===== src/rtl/stack_return_unit_pkg.sv =====
// Shared definitions for the stack-pop (RET/RTI) sequencer and its push-side counterpart.
// Covers word widths, stack word order and the sequencer state encoding.
package stack_return_unit_pkg;

  localparam int DATA_W = 16;
  localparam int PC_W   = 32;
  localparam int FLAG_W = 3;

  // Pops come back in the reverse order of the CALL/INT pushes.
  localparam int POP_SLOT_PC_LO = 0;
  localparam int POP_SLOT_PC_HI = 1;
  localparam int POP_SLOT_FLAGS = 2;
  localparam int RET_POP_WORDS  = 2;
  localparam int RTI_POP_WORDS  = 3;

  typedef enum logic [2:0] {
    IDLE,
    POP_LO,
    POP_HI,
    POP_FL,
    DRAIN,
    LOAD
  } ret_state_t;

  function automatic logic is_pop_state(input ret_state_t s);
    return (s == POP_LO) || (s == POP_HI) || (s == POP_FL);
  endfunction

endpackage


===== src/rtl/stack_return_unit_var_reg.sv =====
// Size-parameterised register with write enable and synchronous active-low clear.
module var_reg #(
  parameter int SIZE = 8
) (
  input  logic            clk,
  input  logic            reset,
  input  logic            en,
  input  logic [SIZE-1:0] d,
  output logic [SIZE-1:0] q
);

  always_ff @(posedge clk) begin
    if (!reset) begin
      q <= '0;
    end else if (en) begin
      q <= d;
    end
  end

endmodule


===== src/rtl/stack_return_unit.sv =====
// RET/RTI stack-pop sequencer: pops PC low, PC high and (RTI) flags, then pulses the loads.
// Read data arrives one cycle after each pop, so every capture lags its pop by one state.
module stack_return_unit #(
  parameter int DATA_W = stack_return_unit_pkg::DATA_W,
  parameter int PC_W   = stack_return_unit_pkg::PC_W,
  parameter int FLAG_W = stack_return_unit_pkg::FLAG_W
) (
  input  logic              clk,
  input  logic              reset,
  input  logic              start_ret,
  input  logic              start_rti,
  input  logic [DATA_W-1:0] mem_data_in,
  output logic              mem_pop,
  output logic              busy,
  output logic [PC_W-1:0]   pc_out,
  output logic              pc_load,
  output logic [FLAG_W-1:0] flags_out,
  output logic              flags_load
);

  import stack_return_unit_pkg::*;

  ret_state_t state;
  ret_state_t next_state;
  logic       is_rti;
  logic       next_is_rti;
  logic       we_pc_lo;
  logic       we_pc_hi;
  logic       we_flags;

  always_comb begin
    next_state  = state;
    next_is_rti = is_rti;
    case (state)
      IDLE: begin
        if (start_rti) begin
          next_state  = POP_LO;
          next_is_rti = 1'b1;
        end else if (start_ret) begin
          next_state  = POP_LO;
          next_is_rti = 1'b0;
        end
      end
      POP_LO:  next_state = POP_HI;
      POP_HI:  next_state = is_rti ? POP_FL : DRAIN;
      POP_FL:  next_state = DRAIN;
      DRAIN:   next_state = LOAD;
      LOAD:    next_state = IDLE;
      default: next_state = IDLE;
    endcase
  end

  // Outputs are registered from the next state so they line up with the state register.
  always_ff @(posedge clk) begin
    if (!reset) begin
      state      <= IDLE;
      is_rti     <= 1'b0;
      mem_pop    <= 1'b0;
      busy       <= 1'b0;
      pc_load    <= 1'b0;
      flags_load <= 1'b0;
    end else begin
      state      <= next_state;
      is_rti     <= next_is_rti;
      mem_pop    <= is_pop_state(next_state);
      busy       <= (next_state != IDLE);
      pc_load    <= (next_state == LOAD);
      flags_load <= (next_state == LOAD) && next_is_rti;
    end
  end

  assign we_pc_lo = (state == POP_HI);
  assign we_pc_hi = (state == POP_FL) || ((state == DRAIN) && !is_rti);
  assign we_flags = (state == DRAIN) && is_rti;

  var_reg #(.SIZE(DATA_W)) u_pc_lo (
    .clk   (clk),
    .reset (reset),
    .en    (we_pc_lo),
    .d     (mem_data_in),
    .q     (pc_out[DATA_W-1:0])
  );

  var_reg #(.SIZE(PC_W - DATA_W)) u_pc_hi (
    .clk   (clk),
    .reset (reset),
    .en    (we_pc_hi),
    .d     (mem_data_in),
    .q     (pc_out[PC_W-1:DATA_W])
  );

  var_reg #(.SIZE(FLAG_W)) u_flags (
    .clk   (clk),
    .reset (reset),
    .en    (we_flags),
    .d     (mem_data_in[FLAG_W-1:0]),
    .q     (flags_out)
  );

endmodule


===== config.mk =====
export PLATFORM = sky130hd
export DESIGN_NAME = stack_return_unit
export DESIGN_NICKNAME = d
export VERILOG_FILES = /design/src/rtl/stack_return_unit_pkg.sv /design/src/rtl/stack_return_unit_var_reg.sv /design/src/rtl/stack_return_unit.sv
export SDC_FILE = /design/constraint.sdc
export NUM_CORES = 1
export LEC_CHECK = 0
export BUFFER_PORTS_ARGS = -buffer_cell sky130_fd_sc_hd__buf_2
export CORE_AREA = 2 2 89 91
export DETAILED_ROUTE_END_ITERATION = 7
export DIE_AREA = 0 0 91 93
export MAX_ROUTING_LAYER = met4
export PLACE_DENSITY = 0.53
export SETUP_SLACK_MARGIN = 0.02
export SYNTH_ARGS = -nofsm -noshare
export SYNTH_HDL_FRONTEND = slang
export SYNTH_SLANG_ARGS = --single-unit

===== constraint.sdc =====
create_clock -name clk -period 1.8 [get_ports clk]
set_input_delay 0.09 -clock clk [delete_from_list [all_inputs] [get_ports clk]]
set_output_delay 0.09 -clock clk [all_outputs]
set_load 0.05 [all_outputs]

==> run_results.csv <==
group,metric,value,unit
outcome,status,"finished clean",
drt,routed_wl,4.08,mm
timing,finalSetupViolCount,0,
power_and_ir_drop,p_per_area,964,mW/mm²
drt,drtPass1Iterations,4,
grt,antenna_found_initial,0,
timing,relSlewSlack,0.694,
yosys,synthFlopType,"dfxtp_1",
yosys,synth_commonest_cells,"nand2_1, dfxtp_1, nand2_2",
yosys,syn_area_per_cell,9.77,µm²
timing,finalWorstSetupSlack,361,ps
power_and_ir_drop,vdd_drop_max,0.000355,V
power_and_ir_drop,comb_power_share,0.193,
cts,cts_resized,0,
timing,skew,7.22,ps
cts,path_clk_slew,90,ps
yosys,async_flop_share,0,
hold_path,hold_depth,3,
setup_path,cp-start-kind,"register",
hold_path,hold_end,"u_pc_lo.q[8]",
cts,cts_max_path_buffers,2,
die,initial_utilization,0.243,
yosys,yosysSeqAreaShare,0.471,
grt,grt_pass1_vias,1405,
timing,worstMarginPinSlew,459,ps
cts,cts_made_buffers,5,
grt,grt_usage,0.105,
timing,rsz0062_at_grt,"no",
setup_path,critPathArrivalTime,1620,ps
power_and_ir_drop,cellLeakagePower,1.07,nW
yosys,syn_inst,187,
power_and_ir_drop,power_switching,0.000684,W
setup_path,path_class,"reg -> reg",
cts,cts_hold_buf,0,
yosys,synth_top_area_frac,0.471,
timing,finalHoldViolCount,0,
final_layout,antennaDiodeCount,0,
hold_path,hp-start,"mem_data_in[8]",
place,gp_congestion,0.706,
yosys,ys_warn_count,0,
final_layout,finish.utilization,0.309,
cts,cts_root_buf,"clkbuf_8",
die,coreArea,0.00753,mm²
setup_path,r2r_end,"u_pc_lo.q[2]",
place,post-place-ws,122,ps
hold_path,hold_path.class,"in -> reg",
cts,clk-insertion-delay-late,290,ps
cts,cts_tree,"built",
grt,grt_overflow,0,
drt,postRouteAntennaNets,0,
cts,cts_sinks,43,
timing,slew_viol_final,0,
grt,grt_pass1_wl,6.89,mm
place,io_buffers,58,
setup_path,r2r_start,"state[1]",
yosys,synth-edff-count,0,
power_and_ir_drop,p_clk_frac,0.342,
timing,whs,30.6,ps
timing,fmax,695,MHz
drt,dr.first_iter.drc_count,36,
timing,timing.final.crit_period,1440,ps
setup_path,r2r_cells,4,
setup_path,rrSetupSlack,360,ps
drt,vias,1423,
die,num_rows,32,
setup_path,critPathMaxFanout,16,
setup_path,crit_path_end_kind,"register",
grt,grt_max_degree,32,
yosys,synthesis.area,0.00183,mm²
timing,fin_crit_sh,0.799,
die,die_h,93,µm
power_and_ir_drop,p_int,0.00156,W
drt,routedWlPerCell,11.7,µm
timing,final.setup.tns,0,ps
yosys,synth.distinct_cells,32,
power_and_ir_drop,seqPwrFrac,0.465,
die,ioPinCount,59,
run,drv_cap,0,
final_layout,syn_to_final_growth,27.3,%
final_layout,final_nets,265,
final_layout,drive_gt1_frac,0.439,
power_and_ir_drop,sw_frac_of_total,0.306,
setup_path,worst_ep_required_time,1980,ps
cts,cts_max_level,2,
drt,viasPerCell,4.09,
drt,route.detailed.drc,0,
cts,post_cts_buffers,0,
die,die_width,91,µm
die,die_area,0.00846,mm²
place,hpwl,2.81,mm
yosys,synth_top_area_cell,"dfxtp_1",
yosys,synth_area_leaders,"dfxtp_1, mux2i_1, nand2_1, nand2_2, a21boi_2",
yosys,ys_seq_elements,43,
yosys,synth_fp_nets,207,
yosys,yosysMostFrequentCell,"nand2_1",
## state kept, by name, indices dropped and copies added, names as in the netlist
register	cells
u_pc_hi.q	16
u_pc_lo.q	16
state	3
u_flags.q	3
busy	1
flags_load	1
is_rti	1
mem_pop	1
pc_load	1
## kinds of logic after synthesis
| logic type | share of synthesized area |
|---|---|
| AOI/OAI and AO/OA | 0.124 |
| muxes | 0.104 |
| buffers and inverters | 0.0514 |
| DFF | 0.471 |
| and+or+nand+nor | 0.249 |
## layout make-up
class | instances | area [µm²]
multi-input combinational | 130 | 872
timing repair buffer | 64 | 348
sequential | 43 | 861
clock buffer | 5 | 68.8
clock inverter | 3 | 43.8
tap | 102 | 128
inverter | 1 | 3.75
fill | 835 | 5200
## power by group through the flow
stage / registers [W] / clock network, W / logic (W)
floorplan: 0.00120 / 0 / 0.000193
detailed placement: 0.00106 / 0 / 0.000430
global placement: 0.00106 / 0 / 0.000428
finish: 0.00104 / 0.000766 / 0.000433
global route: 0.00105 / 0.000833 / 0.000467
CTS: 0.00104 / 0.000798 / 0.000431
## cells in the final DEF, fill, tap and decap left out, types with 2 or more instances in the layout
cell type  instances
a21boi_1           6
a21boi_2          10
a21oi_1            2
buf_2             58
buf_4              5
clkbuf_8           5
dfxtp_1           43
mux2i_1           19
nand2_1           48
nand2_2           20
nand2b_1           2
nor2b_1            3
nor3_1             2
## worst max path at each step
stage,start,end,slack [ps],cells after the start
after global routing,state[1],u_pc_lo.q[0],240,4
after CTS,state[1],u_pc_hi.q[2],120,3
after global placement,state[1],u_pc_hi.q[3],230,3
final,state[1],u_pc_lo.q[2],360,4
after floorplan,state[2],u_pc_lo.q[5],500,6
after detailed placement,state[1],u_pc_hi.q[2],120,3
## stage by stage
| step | cells | instance area (µm²) | power, W |
|---|---|---|---|
| 3_5_place_dp | 338 | 2180 | 0.00149 |
| 5_1_grt | 348 | 2320 | 0.00235 |
| 2_1_floorplan | 187 | 1830 | 0.00139 |
| 3_3_place_gp | 338 | 2180 | 0.00149 |
| 6_report | 348 | 2320 | 0.00224 |
| 4_1_cts | 346 | 2300 | 0.00227 |
## layer usage
| metal | global-route usage | wire [µm] | vias up |
|---|---|---|---|
| met5 | - | 0 | - |
| met4 | 0.0265 | 0 | 0 |
| met3 | 0.0338 | 238 | 0 |
| met2 | 0.162 | 1860 | 45 |
| met1 | 0.133 | 1980 | 645 |
| li1 | - | - | 733 |
## critical path: stages, from the launching register on
cell	delay (ps)
dfxtp_1	570
or3b_1	380
buf_4	230
nand2_1	90
a21boi_1	60
No activity file was read; power rests on OpenSTA's default activity.
